**config.mk**
```make
export PLATFORM = sky130hd
export DESIGN_NAME = state_sequencer
export DESIGN_NICKNAME = d
export VERILOG_FILES = /design/src/rtl/state_sequencer.sv
export SDC_FILE = /design/constraint.sdc
export NUM_CORES = 1
export LEC_CHECK = 0
export ABC_AREA = 0
export CAP_MARGIN = 10
export CELL_PAD_IN_SITES_DETAIL_PLACEMENT = 0
export CELL_PAD_IN_SITES_GLOBAL_PLACEMENT = 1
export CORE_MARGIN = 2
export CORE_UTILIZATION = 35
export CTS_CLUSTER_DIAMETER = 120
export DETAILED_ROUTE_END_ITERATION = 8
export DONT_BUFFER_PORTS = 1
export PLACE_DENSITY = 0.67
export SETUP_SLACK_MARGIN = 0.4
export SYNTH_ARGS = -nofsm -noshare
export SYNTH_HDL_FRONTEND = slang
export SYNTH_SLANG_ARGS = --single-unit
```
**constraint.sdc**
```tcl
create_clock -name clk -period 1.97 [get_ports clk]
set_input_delay 0.394 -clock clk [delete_from_list [all_inputs] [get_ports clk]]
set_output_delay 0.394 -clock clk [all_outputs]
set_load 0.03 [all_outputs]
```
**src/rtl/state_sequencer.sv**
```systemverilog
// Multicycle instruction state sequencer.
// Steps each instruction through IF, ID, EX, MEM, WB and PCPL according to its
// opcode, stalls on the memory handshake, aborts on memory wait timeout, and
// reports write strobes, retire pulses, sticky error flags and a retire count.
//
// Ports:
//   clk         system clock, rising edge
//   reset       asynchronous active-high reset
//   power       run enable; low freezes every register
//   OP          opcode field from the instruction register
//   mem_ready   memory access completes this cycle
//   state       current state: IF=0 ID=1 EX=2 MEM=3 WB=4 PCPL=5
//   ir_write    load instruction register (IF & mem_ready & power)
//   pc_write    update PC (PCPL & power)
//   instr_done  registered one-cycle pulse when an instruction retires
//   illegal_op  sticky: unrecognised opcode decoded
//   mem_timeout sticky: memory wait exceeded WAIT_MAX
//   retired     saturating count of retired instructions
module state_sequencer #(
  parameter int unsigned CNT_W    = 16,
  parameter int unsigned WAIT_MAX = 15
) (
  input  logic             clk,
  input  logic             reset,
  input  logic             power,
  input  logic [5:0]       OP,
  input  logic             mem_ready,
  output logic [2:0]       state,
  output logic             ir_write,
  output logic             pc_write,
  output logic             instr_done,
  output logic             illegal_op,
  output logic             mem_timeout,
  output logic [CNT_W-1:0] retired
);

  localparam int unsigned WaitW = (WAIT_MAX < 1) ? 1 : $clog2(WAIT_MAX + 1);

  localparam logic [5:0] OpRformat = 6'h00;
  localparam logic [5:0] OpJump    = 6'h02;
  localparam logic [5:0] OpBeq     = 6'h04;
  localparam logic [5:0] OpBne     = 6'h05;
  localparam logic [5:0] OpBlez    = 6'h06;
  localparam logic [5:0] OpAddi    = 6'h08;
  localparam logic [5:0] OpAddiu   = 6'h09;
  localparam logic [5:0] OpLdrw    = 6'h23;
  localparam logic [5:0] OpStrw    = 6'h2B;

  typedef enum logic [2:0] {
    StIf   = 3'd0,
    StId   = 3'd1,
    StEx   = 3'd2,
    StMem  = 3'd3,
    StWb   = 3'd4,
    StPcpl = 3'd5
  } state_e;

  state_e           state_q, state_d;
  logic [5:0]       op_q, op_d;
  logic [WaitW-1:0] wait_q, wait_d;
  logic             done_q, done_d;
  logic             illegal_q, illegal_d;
  logic             timeout_q, timeout_d;
  logic [CNT_W-1:0] retired_q, retired_d;

  logic op_legal;
  logic wait_expired;

  always_comb begin
    unique case (OP)
      OpRformat, OpAddi, OpAddiu, OpLdrw, OpStrw,
      OpBeq, OpBne, OpBlez, OpJump: op_legal = 1'b1;
      default:                      op_legal = 1'b0;
    endcase
  end

  assign wait_expired = (wait_q == WaitW'(WAIT_MAX));

  always_comb begin
    state_d   = state_q;
    op_d      = op_q;
    wait_d    = wait_q;
    done_d    = 1'b0;
    illegal_d = illegal_q;
    timeout_d = timeout_q;
    retired_d = retired_q;

    if (power) begin
      case (state_q)
        StIf: begin
          // mem_ready wins over an expiring wait on the same cycle
          if (mem_ready) begin
            state_d = StId;
          end else if (wait_expired) begin
            state_d   = StPcpl;
            timeout_d = 1'b1;
          end else begin
            wait_d = wait_q + 1'b1;
          end
        end
        StId: begin
          op_d = OP;
          if (op_legal) begin
            state_d = StEx;
          end else begin
            state_d   = StPcpl;
            illegal_d = 1'b1;
          end
        end
        StEx: begin
          unique case (op_q)
            OpLdrw, OpStrw:             state_d = StMem;
            OpRformat, OpAddi, OpAddiu: state_d = StWb;
            default:                    state_d = StPcpl;
          endcase
        end
        StMem: begin
          if (mem_ready) begin
            state_d = (op_q == OpLdrw) ? StWb : StPcpl;
          end else if (wait_expired) begin
            // abandoned access still retires through PCPL
            state_d   = StPcpl;
            timeout_d = 1'b1;
          end else begin
            wait_d = wait_q + 1'b1;
          end
        end
        StWb: state_d = StPcpl;
        StPcpl: begin
          state_d = StIf;
          done_d  = 1'b1;
          if (retired_q != '1) begin
            retired_d = retired_q + 1'b1;
          end
        end
        default: state_d = StIf;
      endcase

      if (state_d != state_q) begin
        wait_d = '0;
      end
    end
  end

  always_ff @(posedge clk or posedge reset) begin
    if (reset) begin
      state_q   <= StIf;
      op_q      <= '0;
      wait_q    <= '0;
      done_q    <= 1'b0;
      illegal_q <= 1'b0;
      timeout_q <= 1'b0;
      retired_q <= '0;
    end else begin
      state_q   <= state_d;
      op_q      <= op_d;
      wait_q    <= wait_d;
      done_q    <= done_d;
      illegal_q <= illegal_d;
      timeout_q <= timeout_d;
      retired_q <= retired_d;
    end
  end

  assign state       = state_q;
  assign ir_write    = (state_q == StIf) & mem_ready & power;
  assign pc_write    = (state_q == StPcpl) & power;
  assign instr_done  = done_q & power;
  assign illegal_op  = illegal_q;
  assign mem_timeout = timeout_q;
  assign retired     = retired_q;

endmodule
```
==> impl_results.md <==
* Status: completed
* Lkg Pwr at 0.8894 nW
* Worst slew pin tran at 0.5005 ns
* Max clock buf depth at 2
* Fin crit period at 1.676 ns
* Antenna diode count at 0
* Post-Synthesis Cell Area at 1702 µm²
* Post-synthesis sequential area ratio at 47.06%
* Via count at 1400
* Peak supply drop at 0.5782 mV
* Post-synth top area cell: dfrtp_1
* Die Y-Extent at 73.73 µm
* Final Total Pwr at 0.002408 W
* Post-synth cell types at 46
* Worst path required time at 2.14 ns
* Total global routing overflow at 0
* FMAX at 596.6 MHz
* Hold Crit Class: in2async
* Pin count of the biggest net entering global routing at 19
* RSZ-0062 raised after global routing: true
* Core ar. at 4692 µm²
* H-tree levels at 2
* FP Rows at 25
* TritonCTS Buffers at 5
* Post-Synthesis Cells at 166
* # clock sinks at 32
* Vias in the first global route at 1439
* Rel. slew slack at 66.63%
* DP HPWL at 2832 µm
* Met3 routed wirelength at 282 µm
* Max Used Layer: met4
* Gr usage total at 16.79%
* Post-synthesis net count at 178
* Mean Syn Cell Area at 10.25 µm²
* Post-route DRC at 0
* FFs w/ async S/R, synth at 100.0%
* Main synth FF type: dfrtp_1
* Clock latency on the worst-skew pair at 0.28 ns
* Final #Nets at 205
* Met2 routed WL at 2029 µm
* Area contributors post-synth: dfrtp_1, xnor2_1, mux2_2, nor2_1, nand3_1
* 1st-pass router iterations at 4
* Gp weighted congestion at 0.8277
* Ratio of final minimum period to clock period at 85.09%
* CP arrival at 1.85 ns
* CP Capture Type: register
* Reg clk slew, reported paths at 0.07 ns
* WL per Instance at 16.47 µm
* Antenna violations before repair at 0
* Area Growth Syn to Fin at 26.25%
* Initial Util at 36.27%
* Hold-fix buffers, CTS at 0
* Kind of start point of the critical path: register
* # setup viols final at 0
* CTS tree: done
* Die Wd at 73.73 µm
* First-pass GRT wire length at 6941 µm
* Vias per inst at 5.645
* Max-cap viol count at 0
* Detailed router's first-iteration violation count at 149
* Power per standard cell area at 1121 nW/µm²
* Post-DRT Antenna Nets at 0
* Post-Route Skew at 0.008851 ns
* Leading cell types by count after synthesis: dfrtp_1, nor2_1, nand2_1, nand3_1, xnor2_1
* Worst-path maximum fanout at 5
* Post-synth EDFFs at 0
* Final setup TNS at 0 ns
* Yosys Warn Count at 0
* Hold Fails Final Rpt at 0
* Top-area cell type share of the netlist area at 47.06%
* Clk Tree Root Cell: clkbuf_8
* Fin. max-slew vios at 0
* Flops & latches, synth at 32
* DRT Wirelength at 4084 µm
* IO Pins at 34
* M1 WL at 1729 µm
* Number of port buffers at 0
* Layout cells sized above 1 at 40.72%
* CP Class: reg2reg
* Die area at 5435 µm²
* Most numerous cell in the Yosys netlist: dfrtp_1
layer usage:
metal	global-route usage [%]	vias to the layer above
met4	6.667	0
met5	0	-
met3	6.722	4
li1	-	657
met1	21.05	694
met2	25.79	45
cells by family after synthesis:
kind of cell / synth area share, %
and+or+nand+nor: 24.34
AOI/OAI and AO/OA: 13.01
DFF: 47.06
xor gates and xnor gates: 6.691
buffers and inverters: 2.574
muxes: 4.852
adders and majority gates: 1.470
area by class of cell:
| cell class | instances | area, µm² |
|---|---|---|
| clock buffer | 7 | 76.32 |
| clock inverter | 1 | 5.005 |
| fill | 450 | 2544 |
| inverter | 5 | 18.77 |
| multi-input combinational | 124 | 962.2 |
| sequential | 32 | 819.5 |
| tap | 54 | 67.56 |
| timing repair buffer | 25 | 198.9 |
critical path, cell delays in order (launching register included):
cell and delay, ns:
dfrtp_2 0.49, and4_4 0.29, nand4_4 0.14, o31a_1 0.34, mux2_4 0.31
sequential cells by signal, summed over array words and instances, names as in the netlist:
register,count
done_q,1
illegal_op,1
mem_timeout,1
op_q,6
retired,16
state,3
wait_q,4
per-stage QoR:
step	area (µm²)	utilization, %	worst slack (ns)	hold WS, ns	instances
2_1_floorplan	1748	-	0.3418	0.4951	166
3_3_place_gp	1878	40.03	0.3022	0.3442	228
3_5_place_dp	1878	40.03	0.2583	0.3435	228
4_1_cts	2100	44.75	0.2984	0.03452	246
5_1_grt	2148	45.79	0.2343	0.03838	248
6_report	2148	45.79	0.2937	0.03772	248
final timing paths:
check                                         from  depth (start not counted)                      end  slack [ns]
setup / recovery           retired[10]$_DFFE_PP0P_                          4   retired[1]$_DFFE_PP0P_        0.29
hold / removal                               reset                          2  retired[11]$_DFFE_PP0P_        0.04
setup reg to reg           retired[10]$_DFFE_PP0P_                          4   retired[1]$_DFFE_PP0P_        0.29
hold reg to reg                op_q[3]$_DFFE_PP0P_                          1      op_q[3]$_DFFE_PP0P_        0.55
max in group asynchronous                    reset                          2  retired[10]$_DFFE_PP0P_        1.72
min in group clk                             power                          1    wait_q[0]$_DFFE_PP0P_        0.20
cell usage in the layout, fill, tap and decap left out, drive strengths merged, types with 5 or more instances in the layout:
master and instances:
mux2 7, xnor2 8, dfrtp 32, o211ai 5
clkbuf 7, inv 5, nor2 17, a21oi 6
nand3 10, nand2b 5, xor2 5, nand2 9
buf 25, nand4 6, o21ai 7
report_power, final:
part	internal, W	total, W	switching (W)
Combinational	0.000444	0.000894	0.000450
Sequential	0.000809	0.00103	0.000218
Clock	0.000248	0.000486	0.000238
Total	0.00150	0.00241	0.000907
timing repair:
| item | 4_1_cts | 5_1_grt |
|---|---|---|
| setup endpoints to repair | 18 | 20 |
| buffers inserted | 10 | 2 |
| pin swaps | 7 | 7 |
| gates resized for setup | 16 | 12 |
Power figures use the tool's default switching activity.
